[config.mk]
export PLATFORM = sky130hd
export DESIGN_NAME = mem_access_unit
export DESIGN_NICKNAME = d
export VERILOG_FILES = /design/src/rtl/mem_access_pkg.sv /design/src/rtl/mem_lane_align.sv /design/src/rtl/mem_access_unit.sv
export SDC_FILE = /design/constraint.sdc
export NUM_CORES = 1
export LEC_CHECK = 0
export CAP_MARGIN = 20
export CORE_AREA = 2 2 109 111
export CTS_BUF_LIST = sky130_fd_sc_hd__clkbuf_2
export CTS_CLUSTER_DIAMETER = 50
export CTS_CLUSTER_SIZE = 24
export DETAILED_ROUTE_END_ITERATION = 10
export DIE_AREA = 0 0 111 113
export PLACE_DENSITY = 0.92
export SLEW_MARGIN = 40
export SYNTH_ARGS = -nofsm -noshare
export SYNTH_HDL_FRONTEND = slang
export SYNTH_SLANG_ARGS = --single-unit
[constraint.sdc]
create_clock -name clk -period 2.1 [get_ports clk]
set_clock_uncertainty 0.05 [all_clocks]
set_input_delay 0.42 -clock clk [delete_from_list [all_inputs] [get_ports clk]]
set_output_delay 0.42 -clock clk [all_outputs]
set_load 0.02 [all_outputs]
[src/rtl/mem_access_pkg.sv]
// Shared encodings and the alignment rule for the load/store front end.
package mem_access_pkg;

  localparam int NUM_LANES = 4;
  localparam int LANE_W    = 8;

  localparam logic [1:0] SZ_BYTE = 2'b00;
  localparam logic [1:0] SZ_HALF = 2'b01;
  localparam logic [1:0] SZ_WORD = 2'b10;

  typedef enum logic [1:0] {
    IDLE  = 2'd0,
    ISSUE = 2'd1,
    WAIT  = 2'd2,
    RESP  = 2'd3
  } state_t;

  // Fields of an accepted request still needed after the handshake.
  typedef struct packed {
    logic       we;
    logic [1:0] size;
    logic       uns;
    logic [1:0] off;
  } req_t;

  // Illegal size 11 always counts as misaligned.
  function automatic logic misaligned(input logic [1:0] size, input logic [1:0] off);
    case (size)
      SZ_BYTE: misaligned = 1'b0;
      SZ_HALF: misaligned = off[0];
      SZ_WORD: misaligned = |off;
      default: misaligned = 1'b1;
    endcase
  endfunction

endpackage

[src/rtl/mem_lane_align.sv]
// Byte-lane steering: store mask/replication and load extraction/extension.
module mem_lane_align
  import mem_access_pkg::*;
#(
  parameter int DATA_W = 32
) (
  input  logic [1:0]           st_size,
  input  logic [1:0]           st_off,
  input  logic [DATA_W-1:0]    wdata,
  output logic [NUM_LANES-1:0] we_mask,
  output logic [DATA_W-1:0]    wdata_rep,
  input  logic [1:0]           ld_size,
  input  logic                 ld_uns,
  input  logic [1:0]           ld_off,
  input  logic [DATA_W-1:0]    rdata,
  output logic [DATA_W-1:0]    rdata_ext
);

  logic [NUM_LANES-1:0][LANE_W-1:0] wl;
  logic [NUM_LANES-1:0][LANE_W-1:0] rep;

  assign wl        = wdata;
  assign wdata_rep = rep;

  for (genvar i = 0; i < NUM_LANES; i++) begin : g_lane
    localparam logic [1:0] LN = 2'(i);
    logic              lane_we;
    logic [LANE_W-1:0] lane_d;

    // Lane i carries byte (i mod access-size) of the right-justified store value.
    always_comb begin
      lane_we = 1'b0;
      lane_d  = wl[i];
      case (st_size)
        SZ_BYTE: begin lane_we = (st_off == LN);       lane_d = wl[0];                end
        SZ_HALF: begin lane_we = (st_off[1] == LN[1]); lane_d = wl[{1'b0, LN[0]}];    end
        SZ_WORD: begin lane_we = 1'b1;                 lane_d = wl[i];                end
        default: begin lane_we = 1'b0;                 lane_d = wl[i];                end
      endcase
    end

    assign we_mask[i] = lane_we;
    assign rep[i]     = lane_d;
  end

  logic [DATA_W-1:0] sh;
  logic              sgn;

  assign sh = rdata >> {ld_off, 3'b000};

  always_comb begin
    sgn       = 1'b0;
    rdata_ext = sh;
    case (ld_size)
      SZ_BYTE: begin
        sgn       = ~ld_uns & sh[7];
        rdata_ext = {{(DATA_W-8){sgn}}, sh[7:0]};
      end
      SZ_HALF: begin
        sgn       = ~ld_uns & sh[15];
        rdata_ext = {{(DATA_W-16){sgn}}, sh[15:0]};
      end
      default: rdata_ext = sh;
    endcase
  end

endmodule

[src/rtl/mem_access_unit.sv]
// Load/store front end for the byte-enable data_mem BRAM; stalls the core until done.
module mem_access_unit
  import mem_access_pkg::*;
#(
  parameter int ADDR_W = 32,
  parameter int DATA_W = 32
) (
  input  logic              clk,
  input  logic              rst,
  input  logic              req_valid,
  output logic              req_ready,
  input  logic              req_we,
  input  logic [1:0]        req_size,
  input  logic              req_unsigned,
  input  logic [ADDR_W-1:0] req_addr,
  input  logic [DATA_W-1:0] req_wdata,
  output logic              resp_valid,
  output logic [DATA_W-1:0] resp_rdata,
  output logic              addr_err,
  output logic              stall,
  output logic              mem_en,
  output logic [3:0]        mem_we,
  output logic [ADDR_W-1:0] mem_addr,
  output logic [DATA_W-1:0] mem_wdata,
  input  logic [DATA_W-1:0] mem_rdata
);

  state_t state, state_nxt;
  req_t   req_q;

  logic                 acc, bad;
  logic                 mem_en_q;
  logic [NUM_LANES-1:0] mem_we_q, we_mask;
  logic [DATA_W-1:0]    wdata_rep, rdata_ext;

  assign acc = (state == IDLE) && req_valid;
  assign bad = misaligned(req_size, req_addr[1:0]);

  mem_lane_align #(.DATA_W(DATA_W)) u_align (
    .st_size   (req_size),
    .st_off    (req_addr[1:0]),
    .wdata     (req_wdata),
    .we_mask   (we_mask),
    .wdata_rep (wdata_rep),
    .ld_size   (req_q.size),
    .ld_uns    (req_q.uns),
    .ld_off    (req_q.off),
    .rdata     (mem_rdata),
    .rdata_ext (rdata_ext)
  );

  always_ff @(posedge clk) begin
    if (rst) state <= IDLE;
    else     state <= state_nxt;
  end

  always_comb begin
    state_nxt = state;
    case (state)
      IDLE:    if (req_valid) state_nxt = bad ? RESP : ISSUE;
      ISSUE:   state_nxt = req_q.we ? RESP : WAIT;
      WAIT:    state_nxt = RESP;
      RESP:    state_nxt = IDLE;
      default: state_nxt = IDLE;
    endcase
  end

  always_comb begin
    req_ready = (state == IDLE);
    stall     = acc || (state == ISSUE) || (state == WAIT);
  end

  // Strobes are launched at the accept edge so they are live during ISSUE.
  always_ff @(posedge clk) begin
    if (rst) begin
      req_q      <= '0;
      resp_valid <= 1'b0;
      resp_rdata <= '0;
      addr_err   <= 1'b0;
      mem_en_q   <= 1'b0;
      mem_we_q   <= '0;
      mem_addr   <= '0;
      mem_wdata  <= '0;
    end else begin
      mem_en_q   <= acc && !bad;
      mem_we_q   <= (acc && !bad && req_we) ? we_mask : '0;
      resp_valid <= (state_nxt == RESP);
      if (acc) begin
        req_q    <= '{we: req_we, size: req_size, uns: req_unsigned, off: req_addr[1:0]};
        addr_err <= bad;
        if (!bad) begin
          mem_addr <= {req_addr[ADDR_W-1:2], 2'b00};
          if (req_we) mem_wdata <= wdata_rep;
        end
      end
      if ((acc && bad) || ((state == ISSUE) && req_q.we)) resp_rdata <= '0;
      else if (state == WAIT)                             resp_rdata <= rdata_ext;
    end
  end

  // Reset must cancel a write already presented in ISSUE before the BRAM samples it.
  assign mem_en = mem_en_q & ~rst;
  assign mem_we = mem_we_q & {NUM_LANES{~rst}};

endmodule

==> flow_summary.ini, run 1 <==
[run_status]
status = finished with violations
violations = negative setup slack

[sta]
finalCriticalPeriod_ns = 2.33
period_share_pct = 111
slew_headroom_pct = 63.1
setup_viol_count_final = 1
rsz0062_at_grt = yes
finalWorstSetupSlack_ns = -0.232
fmax_ghz = 0.429
hold_viol_final = 0
tightest_slew_ns = 0.552
drv_slew = 0

[route]
drc = 0
antenna_left = 0
drt-initial-drc-count = 323
vias = 4996
drt-pass1-iter-count = 5
wl_mm = 15.4
vias_per_cell = 5.38
wl_per_cell_um = 16.6

[synth]
synth_async_sr_flop_share_pct = 0
synth_compound_area_share_pct = 19.5
synth_top_family_by_area = compound AO/OA/AOI/OAI gates
yosysWarnings = 0
synth.avg_cell_area_um2 = 8.66
synth-simple-area-share_pct = 17.5
yosysSeqAreaShare_pct = 44.3
synthAdderAreaFrac_pct = 1.02
synth_cell_types = 38
ys.flop_type = dfxtp_1
synth_edf_count = 0
synthMuxAreaShare_pct = 12.2
syn-cell-area_um2 = 4930
synth_xor_area_share_pct = 0
synth_seq_cells = 109
syn_inst = 569

[die]
fp.dieArea_um2 = 12500
die_x_um = 111
ios = 208
core.rowCount = 39
start_util_pct = 43.7
coreArea_um2 = 11300
die_h_um = 113

[clock_network]
clk_latency_ns = 0.62
cts.sinks = 109
cts_buffer_depth = 2
clkTransAtPathRegs_ns = 0.29
htreeDepth = 3
cts_buffers = 9
cts_tree = yes
root_buffer = clkbuf_2

[cells_and_area]
layout-drive-gt1-share_pct = 13.0
fin_nets = 887
area_growth_pct = 48.8
stdcell_count = 928
post-route-util_pct = 65.0

[placed_design]
portBuffers = 205
place_ws_ns = -0.274
gp_congestion = 0.891
place_hpwl_mm = 11.5
dp_cells = 907

[worst_setup_path]
endpoint = stall
cp_max_fo = 2
critPathSlowestCell = dfxtp_2
worst_ep_required_time_ns = 1.63
crit_path_end_kind = output port
max_stage_delay_ns = 0.40
path_cells = inv_2 -> buf_6 -> ha_4 -> or3_4 -> buf_6
crit_top_cell = buf_6
r2r-end = resp_rdata[18]$_SDFFE_PP0P_
arrival_ns = 1.86
crit_path_start = state[0]$_SDFF_PP0_
r2r_start = state[0]$_SDFF_PP0_
worst-r2r-setup-slack_ns = 0.15
start_kind = flip-flop
critPathKind = reg2out
r2r_cells = 8

[pwr]
leakage_nw = 3.10
power_density_nw_per_um2 = 918
ir_drop_mv = 0.824
clkPwrFrac_pct = 14.4
pwr-share-seq_pct = 39.2
p_int_mw = 4.10
combPwrFrac_pct = 46.3
p_switching_mw = 2.63
swShare_pct = 39.1

[global_routing]
track_usage_pct = 24.1
antenna_found_initial = 1
grt_max_degree = 44
grt.overflow.total = 0
grt_first_pass_wirelength_mm = 24.3
grt_pass1_vias = 4866

[worst_hold_path]
hp-class = in2reg

[job]
cap_violations = 0
synthesized netlist by cell type, drive strengths merged, types with 2 or more instances:
master	n	area [um^2]
a211oi	26	250
a21o	2	15.0
a21oi	67	335
a311oi	10	113
buf	26	164
clkbuf	21	78.8
dfxtp	109	2180
ha	4	50.1
inv	6	22.5
mux2	7	78.8
mux2i	34	340
mux4	8	180
nand2	131	492
nand2b	4	25.0
nor2	54	203
nor2b	9	56.3
nor3	10	55.1
o211ai	10	75.1
o21ai	12	60.1
o2bb2ai	7	61.3
or3	2	12.5
state kept, by name (all words and copies together), names as in the netlist:
name / flops
state: 2
mem_wdata: 32
addr_err: 1
req_q: 6
mem_addr: 30
resp_rdata: 32
mem_en_q: 1
resp_valid: 1
mem_we_q: 4
layout make-up:
class | instances | area (um^2)
fillers | 906 | 3940
multi-input cells | 407 | 2530
repair buffers | 246 | 2300
flip-flops and latches | 109 | 2180
well taps | 143 | 179
clock buffers | 11 | 55.1
clock inverters | 4 | 48.8
inverters | 7 | 26.3
diodes | 1 | 2.50
cells by family (layout without fill, tap and decap cells):
group	after synthesis	count (layout)
compound gates	139	139
fa+ha+maj	4	4
buf+inv	54	268
flops	109	109
mux	49	49
other cells	1	3
simple gates	213	213
per-stage QoR:
step	instance area [um^2]	hold WS, ns	power, mW	setup TNS, ns
CTS	7290	0.0285	6.68	-0.292
global placement	7260	0.390	5.76	-7.83
global route	7330	0.0501	7.10	-0.295
finish	7330	0.0773	6.73	-0.232
floorplan	4930	0.400	4.45	0
detailed placement	7260	0.396	5.85	-13.74
routing by layer:
metal | global-route usage (%) | routed length (um) | vias to the layer above
met5 | 0 | 0 | -
met3 | 6.43 | 1310 | 34
met1 | 28.7 | 6170 | 2350
li1 | - | - | 2379
met2 | 40.6 | 7380 | 233
met4 | 11.6 | 518 | 0
how the worst min path moves through the flow:
stage / startpoint / endpoint / slack (ns) / cells past startpoint
global placement: mem_addr[18]$_SDFFE_PP0P_ / mem_addr[18]$_SDFFE_PP0P_ / 0.39 / 2
floorplan: req_q[2]$_SDFFE_PP0P_ / req_q[2]$_SDFFE_PP0P_ / 0.40 / 2
finish: rst / mem_wdata[12]$_SDFFE_PP0P_ / 0.08 / 2
global route: rst / mem_wdata[13]$_SDFFE_PP0P_ / 0.05 / 2
detailed placement: mem_addr[25]$_SDFFE_PP0P_ / mem_addr[25]$_SDFFE_PP0P_ / 0.40 / 2
CTS: rst / mem_wdata[13]$_SDFFE_PP0P_ / 0.03 / 2
repair_timing:
item | 4_1_cts | 5_1_grt
hold buffers | 0 | 0
endpoints found under the setup margin | 101 | 4
pin swaps | 3 | 3
gates resized for setup | 114 | 7
setup buffers | 3 | 2
critical path: cells and delay by family (launching register included):
family / cells / cell delay, ns
DFF: 1 / 0.40
buffers and inverters: 3 / 0.30
and+or+nand+nor: 1 / 0.38
adders and majority gates: 1 / 0.15
power by group through the flow:
| stage | Combinational (mW) | Clock [mW] | Sequential, mW |
|---|---|---|---|
| after floorplan | 1.42 | 0 | 3.04 |
| after global placement | 3.09 | 0 | 2.67 |
| after detailed placement | 3.16 | 0 | 2.69 |
| after CTS | 3.04 | 0.995 | 2.64 |
| after global routing | 3.36 | 1.06 | 2.68 |
| final | 3.12 | 0.972 | 2.64 |
placed cells by master, fill, tap and decap left out, types with 7 or more instances in the layout:
master and instances:
dlygate4sd2_1 99, nand2_1 131, mux4_2 8, nor2_1 54
clkdlybuf4s50_1 101, o211ai_1 10, o21ai_0 11, o2bb2ai_1 7
nor2b_1 9, a21oi_1 66, a211oi_2 10, nor3_1 9
buf_4 35, mux2i_1 34, dfxtp_1 107, clkbuf_2 11
a211oi_1 15, mux2_2 7
No activity file was read; power rests on OpenSTA's default activity.
==> inputs of run 2 (changes only) <==
--- a/config.mk
+++ b/config.mk
@@ -5,6 +5,7 @@
 export SDC_FILE = /design/constraint.sdc
 export NUM_CORES = 1
 export LEC_CHECK = 0
+export ABC_CLOCK_PERIOD_IN_PS = 2100
 export CAP_MARGIN = 20
 export CORE_AREA = 2 2 109 111
 export CTS_BUF_LIST = sky130_fd_sc_hd__clkbuf_2
==> results of run 2 <==
The final DEF is identical to that of run 1; final timing and power are the same.
